`src/rtl/twiddle_pkg.sv`:
```
// twiddle_pkg: float32 constants (FP_ONE, FP_ZERO, SIGN_BIT), quadrant type and qcos(), which builds one quarter-wave cosine table entry rounded to nearest even
package twiddle_pkg;
  localparam logic [31:0] FP_ONE = 32'h3F80_0000;
  localparam logic [31:0] FP_ZERO = 32'h0000_0000;
  localparam logic [31:0] SIGN_BIT = 32'h8000_0000;
  typedef enum logic {Q_FIRST, Q_SECOND} quadrant_t;
  function automatic logic [31:0] qcos(input int log2n, input int m);
    logic [63:0] d;
    logic [31:0] f;
    d = $realtobits($cos(2.0 * 3.141592653589793 * m / (1 << log2n)));
    f = {1'b0, 8'(d[62:52] - 11'd896), d[51:29]} + 32'(d[28] & (|d[27:0] | d[29]));
    qcos = (m == 0) ? FP_ONE : (d[63] || m >= (1 << (log2n - 2))) ? FP_ZERO : f;
  endfunction
endpackage

```
`src/rtl/twiddle_quarter_rom.sv`:
```
// twiddle_quarter_rom: N/4+1 entry cosine ROM; ports clk, rst, en (read enable), addr_a/addr_b in, data_a/data_b registered out
module twiddle_quarter_rom
  import twiddle_pkg::*;
#(
  parameter int LOG2N = 5
) (
  input  logic             clk,
  input  logic             rst,
  input  logic             en,
  input  logic [LOG2N-2:0] addr_a,
  input  logic [LOG2N-2:0] addr_b,
  output logic [31:0]      data_a,
  output logic [31:0]      data_b
);
  localparam int Q = 1 << (LOG2N - 2);
  logic [31:0] tab [0:Q];
  for (genvar i = 0; i <= Q; i++) begin : g_tab
    localparam logic [31:0] V = qcos(LOG2N, i);
    assign tab[i] = V;
  end
  always_ff @(posedge clk) begin
    if (rst) begin
      data_a <= FP_ZERO;
      data_b <= FP_ZERO;
    end else if (en) begin
      data_a <= tab[addr_a];
      data_b <= tab[addr_b];
    end
  end
endmodule

```
`src/rtl/twiddle_seq_gen.sv`:
```
// twiddle_seq_gen: radix-2 FFT twiddle streamer; in start/stage/inverse/out_ready, out busy/out_valid/w_re/w_im/w_idx/out_last; TWIDDLE_INVERSE_EN enables conjugation
module twiddle_seq_gen
  import twiddle_pkg::*;
#(
  parameter int LOG2N = 5,
  parameter int DW    = 32
) (
  input  logic             clk,
  input  logic             rst,
  input  logic             start,
  input  logic [3:0]       stage,
  input  logic             inverse,
  output logic             busy,
  output logic             out_valid,
  input  logic             out_ready,
  output logic [DW-1:0]    w_re,
  output logic [DW-1:0]    w_im,
  output logic [LOG2N-2:0] w_idx,
  output logic             out_last
);
  localparam int KW = LOG2N - 1;
  localparam logic [KW-1:0] Q = KW'(1 << (LOG2N - 2));
  logic en, run, p1_valid, p1_last, p2_neg_re, neg_im;
  quadrant_t p1_quad;
  logic [KW-1:0] b, k, m, p1_k, addr_a, addr_b;
  logic [3:0] s_r;
  logic [31:0] rom_a, rom_b;
  assign en = !out_valid || out_ready;
  assign k = (b & KW'((1 << s_r) - 1)) << (4'(KW) - s_r);
  assign m = p1_k - Q;
  assign addr_a = (p1_quad == Q_FIRST) ? p1_k : Q - m;
  assign addr_b = (p1_quad == Q_FIRST) ? Q - p1_k : m;
  always_ff @(posedge clk) begin
    if (rst) begin
      busy <= 1'b0;
      run <= 1'b0;
      b <= '0;
      s_r <= '0;
      p1_valid <= 1'b0;
      p1_k <= '0;
      p1_quad <= Q_FIRST;
      p1_last <= 1'b0;
      out_valid <= 1'b0;
      w_idx <= '0;
      out_last <= 1'b0;
      p2_neg_re <= 1'b0;
    end else begin
      if (start && !busy) begin
        busy <= 1'b1;
        run <= 1'b1;
        b <= '0;
        s_r <= (stage >= 4'(LOG2N)) ? 4'(KW) : stage;
      end else if (out_valid && out_ready && out_last) begin
        busy <= 1'b0;
      end
      if (en) begin
        p1_valid <= run;
        if (run) begin
          p1_k <= k;
          p1_quad <= (k > Q) ? Q_SECOND : Q_FIRST;
          p1_last <= &b;
          b <= b + 1'b1;
          run <= !(&b);
        end
        out_valid <= p1_valid;
        w_idx <= p1_k;
        out_last <= p1_valid && p1_last;
        p2_neg_re <= p1_quad == Q_SECOND;
      end
    end
  end
`ifdef TWIDDLE_INVERSE_EN
  logic p1_inv, p2_inv;
  always_ff @(posedge clk) begin
    if (rst) begin
      p1_inv <= 1'b0;
      p2_inv <= 1'b0;
    end else begin
      if (start && !busy) p1_inv <= inverse;
      if (en) p2_inv <= p1_inv;
    end
  end
  assign neg_im = !p2_inv;
`else
  logic unused_inverse;
  assign unused_inverse = inverse;
  assign neg_im = 1'b1;
`endif
  twiddle_quarter_rom #(.LOG2N(LOG2N)) u_rom (
    .clk,
    .rst,
    .en,
    .addr_a,
    .addr_b,
    .data_a(rom_a),
    .data_b(rom_b)
  );
  assign w_re = ~|(rom_a & ~SIGN_BIT) ? FP_ZERO : rom_a ^ (p2_neg_re ? SIGN_BIT : FP_ZERO);
  assign w_im = ~|(rom_b & ~SIGN_BIT) ? FP_ZERO : rom_b ^ (neg_im ? SIGN_BIT : FP_ZERO);
endmodule

```
`config.mk`:
```
export PLATFORM = sky130hd
export DESIGN_NAME = twiddle_seq_gen
export DESIGN_NICKNAME = d
export VERILOG_FILES = /design/src/rtl/twiddle_pkg.sv /design/src/rtl/twiddle_quarter_rom.sv /design/src/rtl/twiddle_seq_gen.sv
export SDC_FILE = /design/constraint.sdc
export NUM_CORES = 1
export LEC_CHECK = 0
export CAP_MARGIN = 10
export CORE_ASPECT_RATIO = 1.75
export CORE_UTILIZATION = 50
export CTS_CLUSTER_DIAMETER = 80
export DETAILED_ROUTE_END_ITERATION = 8
export GPL_TIMING_DRIVEN = 0
export PLACE_DENSITY = 0.84
export RECOVER_POWER = 25
export SYNTH_ARGS = -nofsm -noshare
export SYNTH_HDL_FRONTEND = slang
export SYNTH_SLANG_ARGS = --single-unit
```
`constraint.sdc`:
```
create_clock -name clk -period 3.4 [get_ports clk]
set_input_delay 1.02 -clock clk [delete_from_list [all_inputs] [get_ports clk]]
set_output_delay 1.02 -clock clk [all_outputs]
set_load 0.005 [all_outputs]
```
==> key figures <==
Synthesis
  • Synth top area share: 36.6%
  • Synth Warn #: 0
  • Number of distinct library cells after synthesis: 54
  • Synth Instances: 482
  • Synth area leader: dfxtp_1
  • Mean Syn Cell Area: 7.94 um2
  • Asr flop ratio synth: 0%
  • Synthesized flop and latch total: 70
  • Number of synthesized flops with an enable pin: 0
  • Top post-synthesis cells by area: dfxtp_1 37%, ha_1 6.5%, clkbuf_1 6.2%
  • Post-Syn Area: between 0.003 and 0.004 mm2
  • Seq/Total Area, Yosys: 36.6%
  • Synth Flop Type: dfxtp_1

Final layout
  • Share of cells above drive strength 1: 11.0%
  • Final design utilization: between 60% and 70%
  • Non-Filler Instances: 660
  • Antenna cell count: 0
  • Fin area: approximately 0.0050 mm2
  • Area grow syn2layout: 30.6%
  • Final net count: 598

Worst hold path
  • HP Start: w_idx[0]$_SDFFE_PP0N_
  • Worst Hold Path EP: w_idx[0]$_SDFFE_PP0N_
  • WHS Path Cells: 2
  • Hold Crit Class: flop to flop

Timing
  • Final Max Tran Viols: 0
  • Worst-Margin Slew: 656 ps
  • Tightest hold margin: 452 ps
  • Hold Fails Final Rpt: 0
  • Final min period: ~3000 ps
  • Fmax: 0.330 GHz
  • RSZ-0062 raised after global routing: no
  • Crit share post-route: 89.1%
  • Slew headroom: 56.1%
  • Worst Skew: between 5 and 6 ps
  • Fin Setup TNS: 0 ps
  • Final setup viols: 0

Power
  • LEAKAGE: 1.95 nW
  • Peak supply drop: between 0.0004 and 0.0005 V
  • Pwr dens: between 300 and 400 mW/mm2

Placement
  • Placed cells: 644
  • Post-DP Area: 0.00469 mm2
  • GP Congestion: 0.914
  • Final HPWL DP: approximately 7500 um
  • Number of port buffers: 75

Detailed routing
  • Starting DRT DRC Count: 190
  • Pre-antenna DRT Iters: 4
  • Post-route DRC violation count: 0
  • Via count: 3646
  • Post-route ant nets: 0
  • Average via count per standard cell: roughly 5.5
  • Drt total wl: about 10000 um
  • Routed length per instance: 15.4 um

Critical path
  • Worst R2R Start: p1_k[0]$_SDFFE_PP0P_
  • CP Launch Type: input pin
  • R2R Setup Slk: 410 ps
  • CP top delay family: buffers and inverters
  • Critical path type: input pin to flop
  • Critical path peak fanout: 10
  • Top cell by count, worst path: clkbuf_1
  • Reg2reg end: u_rom.data_a[12]$_SDFFE_PP0N_
  • Critical-path top delay cell: dlygate4sd3_1
  • Max stage delay on crit path: about 570 ps
  • CP arrival: 3290 ps
  • CP endpoint kind: flop
  • Reg2Reg Depth: 10
  • Critical Path RT: 3670 ps
  • CP cell instances: dlygate4sd3_1 > nor2b_1 > clkbuf_1 > clkbuf_1 > buf_2 > nand2_1 > a21oi_1
  • Buf/Inv on CP: 4

Clock network
  • Setup Fix Bufs, Post-CTS: 0
  • CTS tree: yes
  • Worst-path clk slew: 60 ps
  • CTS Buf Count: 9
  • Worst-case clock buffer depth: 2
  • Clk sinks: 70
  • CTS Root Cell: clkbuf_16
  • H-tree depth: 3
  • Clock latency on the worst-skew pair: 340 ps

Floorplan
  • Die area: roughly 0.0080 mm2
  • DIE HEIGHT: roughly 120 um
  • Num rows: 41
  • Core ar.: approximately 0.0073 mm2
  • Initial Util: between 50% and 60%
  • Die width: ~70 um
  • Io pins: 80

GRT
  • Number of global-route vias before repair: around 3.5k
  • Pin count of the biggest net entering global routing: 14
  • First-pass GRT wire length: 16400 um
  • Total GRT Usage: about 27%
  • GR Overflow Total: 0
  • Initial antenna violation count: 0

Flow run
  • Maxcap violations: 0

Status
  • Status: finished clean
-- cell usage in the layout (no fill, tap or decap), drive strengths merged, types with 10 or more instances in the layout --
cell type / n
nor4: 10
clkdlybuf4s50: 48
o21ai: 21
buf: 26
dfxtp: 70
a22oi: 16
ha: 20
nand2: 59
a21oi: 42
nor2: 50
dlygate4sd3: 27
clkbuf: 75
-- per-layer routing --
| layer | vias up | global-route usage [%] | routed length, um | share of wire (%) |
|---|---|---|---|---|
| met4 | 0 | 16.1 | 481 | 4.7 |
| li1 | 1786 | - | - | - |
| met3 | 44 | 5.72 | 478 | 4.7 |
| met1 | 1701 | 28.9 | 3810 | 38 |
| met5 | - | 0 | 0 | 0 |
| met2 | 115 | 46.1 | 5360 | 53 |
-- repair_timing --
item                       4_1_cts  5_1_grt
setup endpoints to repair        0        9
hold buffers                     0        0
resized for setup                0        3
-- cell families (layout without fill, tap and decap cells) --
family	after synthesis	count (layout)	synth area share, %
other	1	2	0.0979
AND/OR/NAND/NOR	168	168	20.8
adder cells (fa/ha/maj)	20	20	6.54
buffers and inverters	97	188	12.0
flip-flops	70	70	36.6
XOR/XNOR	10	10	2.68
multiplexers	9	9	2.61
AO/OA/AOI/OAI	107	107	18.7
-- worst register-to-register path, cell delays in order (launching register included) --
cell	delay (ps)
dfxtp_2	500
clkbuf_2	320
inv_1	250
ha_1	360
nand2_1	50
o21ai_1	320
inv_1	270
ha_1	300
mux2_2	280
a22oi_1	150
nor2_1	60
-- cell type report --
class                      count  area, um2
fill                         624       2290
multi-input combinational    316       1970
sequential                    70       1400
timing repair buffer          75        751
buffer                        91        435
clock buffer                  10        239
tap                           86        108
clock inverter                 6       68.8
inverter                       6       22.5
-- flip-flops by register name, indices dropped and copies added (netlist names) --
name / cells
s_r: 4
run: 1
out_valid: 1
busy: 1
p1_quad: 1
p1_k: 4
out_last: 1
p2_neg_re: 1
w_idx: 4
p1_valid: 1
u_rom.data_b: 23
p1_last: 1
u_rom.data_a: 23
b: 4
-- worst max path at each step --
stage,startpoint,slack [ps],endpoint,cells after the start
6_report,out_ready,370,u_rom.data_a[13]$_SDFFE_PP0N_,7
5_1_grt,p1_k[0]$_SDFFE_PP0P_,180,u_rom.data_a[12]$_SDFFE_PP0N_,10
4_1_cts,p1_k[0]$_SDFFE_PP0P_,20,u_rom.data_a[12]$_SDFFE_PP0N_,10
3_5_place_dp,p1_k[0]$_SDFFE_PP0P_,50,u_rom.data_a[12]$_SDFFE_PP0N_,10
3_3_place_gp,p1_k[0]$_SDFFE_PP0P_,60,u_rom.data_a[12]$_SDFFE_PP0N_,10
2_1_floorplan,p1_k[0]$_SDFFE_PP0P_,760,u_rom.data_a[12]$_SDFFE_PP0N_,10
-- synthesized netlist by cell type, types with 9 or more instances --
cell	n
buf_4	19
nor2_1	48
a21oi_1	41
clkbuf_1	63
nand2_1	59
o21ai_0	9
ha_1	20
nor3_1	9
o21ai_1	12
dfxtp_1	70
nor4_1	10
a22oi_1	16
-- power breakdown --
part | switching, W | leakage, nW | total (W) | internal, W
combinational | 0.0000808 | 1.23 | 0.000142 | 0.0000613
clock | 0.000359 | 0.149 | 0.000951 | 0.000592
sequential | 0.0000112 | 0.567 | 0.000843 | 0.000832
total | 0.000451 | 1.95 | 0.00194 | 0.00149
-- through the flow --
| stage | setup WS (ps) | power, W |
|---|---|---|
| final | 372 | 0.00194 |
| after global placement | 60.8 | 0.000998 |
| after CTS | 22.3 | 0.00194 |
| after detailed placement | 54.4 | 0.00100 |
| after floorplan | 759 | 0.000946 |
| after global routing | 178 | 0.00199 |
Note: power is estimated with default switching activity, not from simulation.
==> patch: new RTL, same settings <==
Add a define of `TWIDDLE_INVERSE_EN`.
--- a/src/rtl/twiddle_seq_gen.sv
+++ b/src/rtl/twiddle_seq_gen.sv
@@ -1,4 +1,6 @@
 // twiddle_seq_gen: radix-2 FFT twiddle streamer; in start/stage/inverse/out_ready, out busy/out_valid/w_re/w_im/w_idx/out_last; TWIDDLE_INVERSE_EN enables conjugation
+`define TWIDDLE_INVERSE_EN
+
 module twiddle_seq_gen
   import twiddle_pkg::*;
 #(
Function: changed (Yosys sat finds a counterexample within 10 cycles, from zero or initial values and one cycle with rst high).
==> patch against the unedited design <==
Count of clock-buffer cells in the layout unchanged. Cell area rose by 0.83%. Synthesized area up 0.75%. Wire length is 9.8% higher. Sequential cell count is 2 higher. Global-route usage is 2.0 points higher. Clock skew rose by 1.3 ps. Non-clock buffer count increased by 4. Hold slack improved by 4.5 ps. First-iteration DRC count increased by 62%. Synthesized cell count rose by 2.1%. Total power up 0.75%. Setup slack got worse by 260 ps. Critical endpoint is now w_im[31]. Largest cell class unchanged.
==> patch: results (changes against the unedited design) <==
[min_path]
whs_endpoint = w_idx[0]  ; unchanged
hold_path_depth = 2  ; unchanged
hold_path_class = register to register  ; unchanged
min_from = w_idx[0]  ; unchanged

[grt]
grtUsageTotal_pct = 29.1  ; was 27.1%
grt_max_degree = 13  ; was 14
antenna_found_initial = 0  ; unchanged
grt_pass1_vias = 3761  ; was 3530
grt_pass1_wl_um = 17600  ; was 16400 um

[yosys]
syn_area_per_cell_sq_um = 7.84  ; was 7.94 sq um
ys_async_sr_fraction_pct = 0  ; unchanged
synth_top_area_cell = dfxtp_1  ; unchanged
synth_cell_types = 53  ; was 54
ys_warn_count = 0  ; unchanged
synth_area_leaders = dfxtp_1 (37%), nand2_1 (6.7%), clkbuf_1 (6.6%), ha_1 (6.2%), a21oi_1 (6.1%)  ; was dfxtp_1 (37%), ha_1 (6.5%), clkbuf_1 (6.2%), nand2_1 (5.8%), a21oi_1 (5.4%)
yosysSeqAreaShare_pct = 37.4  ; was 36.6%
synthTopCellsByCount = dfxtp_1 (72), nand2_1 (69), clkbuf_1 (68)  ; was dfxtp_1 (70), clkbuf_1 (63), nand2_1 (59)

[routing]
vias_per_cell = 5.70  ; was 5.52
drt_iter0_drc = 308  ; was 190
wl_um = 11100  ; was 10100 um
firstDrtPassIters = 4  ; unchanged
avgRoutedWirePerCell_um = 16.5  ; was 15.4 um

[worst_setup_path]
path_delay_family = simple AND/OR/NAND/NOR gates  ; was buffers and inverters
cpMaxStageDelayCell = nor4_1  ; was dlygate4sd3_1
timing.rr.start = p1_k[0]  ; unchanged
r2r_end = u_rom.data_a[23]  ; was u_rom.data_a[12]
r2r_slack_ps = 180  ; was 410 ps
crit_arrival_ps = 2260  ; was 3290 ps
crit_path_max_incr_delay_ps = 710  ; was 570 ps
reg2reg_depth = 10  ; unchanged
cp_max_fo = 3  ; was 10

[power_and_ir_drop]
leakagePower_nw = 1.92  ; was 1.95 nW
peakVddDrop_v = 0.000391  ; was 0.000448 V

[placement]
dp_hpwl_um = 8050  ; was 7530 um
dpl_cell_area_sq_um = 4740  ; was 4690 sq um
place_congestion = 0.900  ; was 0.914
io_buffers = 77  ; was 75
place_inst = 658  ; was 644

[clocking]
cts_inserted_buffers = 9  ; unchanged
root_buffer = clkbuf_16  ; unchanged
clock_latency_ps = 330
clk_path_buf_depth = 2  ; unchanged
cts-htree-levels = 3  ; unchanged
path_clk_slew_ps = 50

[finish]
reg_top3 = u_rom.data_a: 23 flops, u_rom.data_b: 23 flops  ; unchanged
layout-drive-gt1-share_pct = 9.40  ; was 11.0%
antenna_cells = 0  ; unchanged
fillers = 665  ; was 624
final_nets = 609  ; was 598

[sta]
holdWs_ps = 456  ; was 452 ps
max_slew_margin_pct = 46.4  ; was 56.1%
final.setup.tns_ps = 0  ; unchanged
clock_skew_ps = 7.30  ; was 5.95 ps

[outcome]
status = finished clean  ; unchanged

patch: changes by cell type in the layout (fill, tap and decap cells not counted), moves of 5 or more:
cell / delta
clkdlybuf4s50_1: -6
dlygate4sd3_1: +8
a21oi_1: +6
nand2_1: +10
o21ai_1: -12
a32oi_1: -5
o21ai_0: +10
nor2_1: -9
patch: per-stage QoR:
| stage | setup slack (ps) | power (mW) | util (%) |
|---|---|---|---|
| global placement | 78.2 | 1.02 | 63.1 |
| finish | 115 | 1.95 | 67.1 |
| detailed placement | 90.1 | 1.03 | 63.1 |
| global route | 66.8 | 1.99 | 67.1 |
| CTS | 63.1 | 1.95 | 67.0 |
| floorplan | 792 | 0.968 | - |
patch: how the worst max path moves through the flow:
stage	startpoint	to	slack [ps]	cells after the start
6_report	u_rom.data_b[23]	w_im[31]	120	4
5_1_grt	p1_k[0]	u_rom.data_a[23]	70	10
4_1_cts	p1_k[0]	u_rom.data_a[23]	60	10
3_5_place_dp	p1_k[0]	u_rom.data_a[12]	90	10
3_3_place_gp	p1_k[0]	u_rom.data_a[12]	80	10
2_1_floorplan	p1_k[0]	u_rom.data_a[23]	790	10
patch: cells by family (layout without fill, tap and decap cells):
kind of cell               after synthesis  count (layout)  synth area share [%]
and+or+nand+nor                        167             167                  20.3
DFF                                     72              72                  37.4
other                                    1               2                0.0972
muxes                                    6               6                  1.69
adders and majority gates               19              19                  6.16
AOI/OAI and AO/OA                      114             114                  19.4
buffers and inverters                  100             192                  12.0
xor gates and xnor gates                13              13                  2.95
patch: cell type report:
| cell class | instances | area (sq um) | share of cell area (%) |
|---|---|---|---|
| multi-input cells | 321 | 1960 | 38.8 |
| flip-flops and latches | 72 | 1440 | 28.6 |
| repair buffers | 77 | 771 | 15.3 |
| plain buffers | 93 | 439 | 8.71 |
| clock buffers | 10 | 239 | 4.74 |
| well taps | 88 | 110 | 2.18 |
| clock inverters | 5 | 57.6 | 1.14 |
| inverters | 7 | 26.3 | 0.521 |
patch: what timing repair did:
item,4_1_cts,5_1_grt
endpoints found under the setup margin,0,15
buffers inserted,0,0
gates resized for setup,0,2
patch: where the power goes:
group	internal, mW	total (mW)	switching (mW)	leakage (nW)
combinational	0.0616	0.145	0.0837	1.20
clock	0.582	0.939	0.358	0.137
sequential	0.855	0.866	0.0106	0.583
total	1.50	1.95	0.452	1.92
patch: layer usage:
metal / global-route usage (%) / part of all wire (%) / up-vias
li1: - / - / 1838
met1: 31.5 / 36 / 1793
met2: 50.4 / 54 / 164
met3: 5.21 / 5.8 / 38
met4: 16.0 / 4.0 / 0
met5: 0 / 0 / -
patch: tightest hold or removal path, cell delays in order, from the launching register on:
cell and delay [ps]:
dfxtp_1 310, nand2_1 50, a21oi_1 50
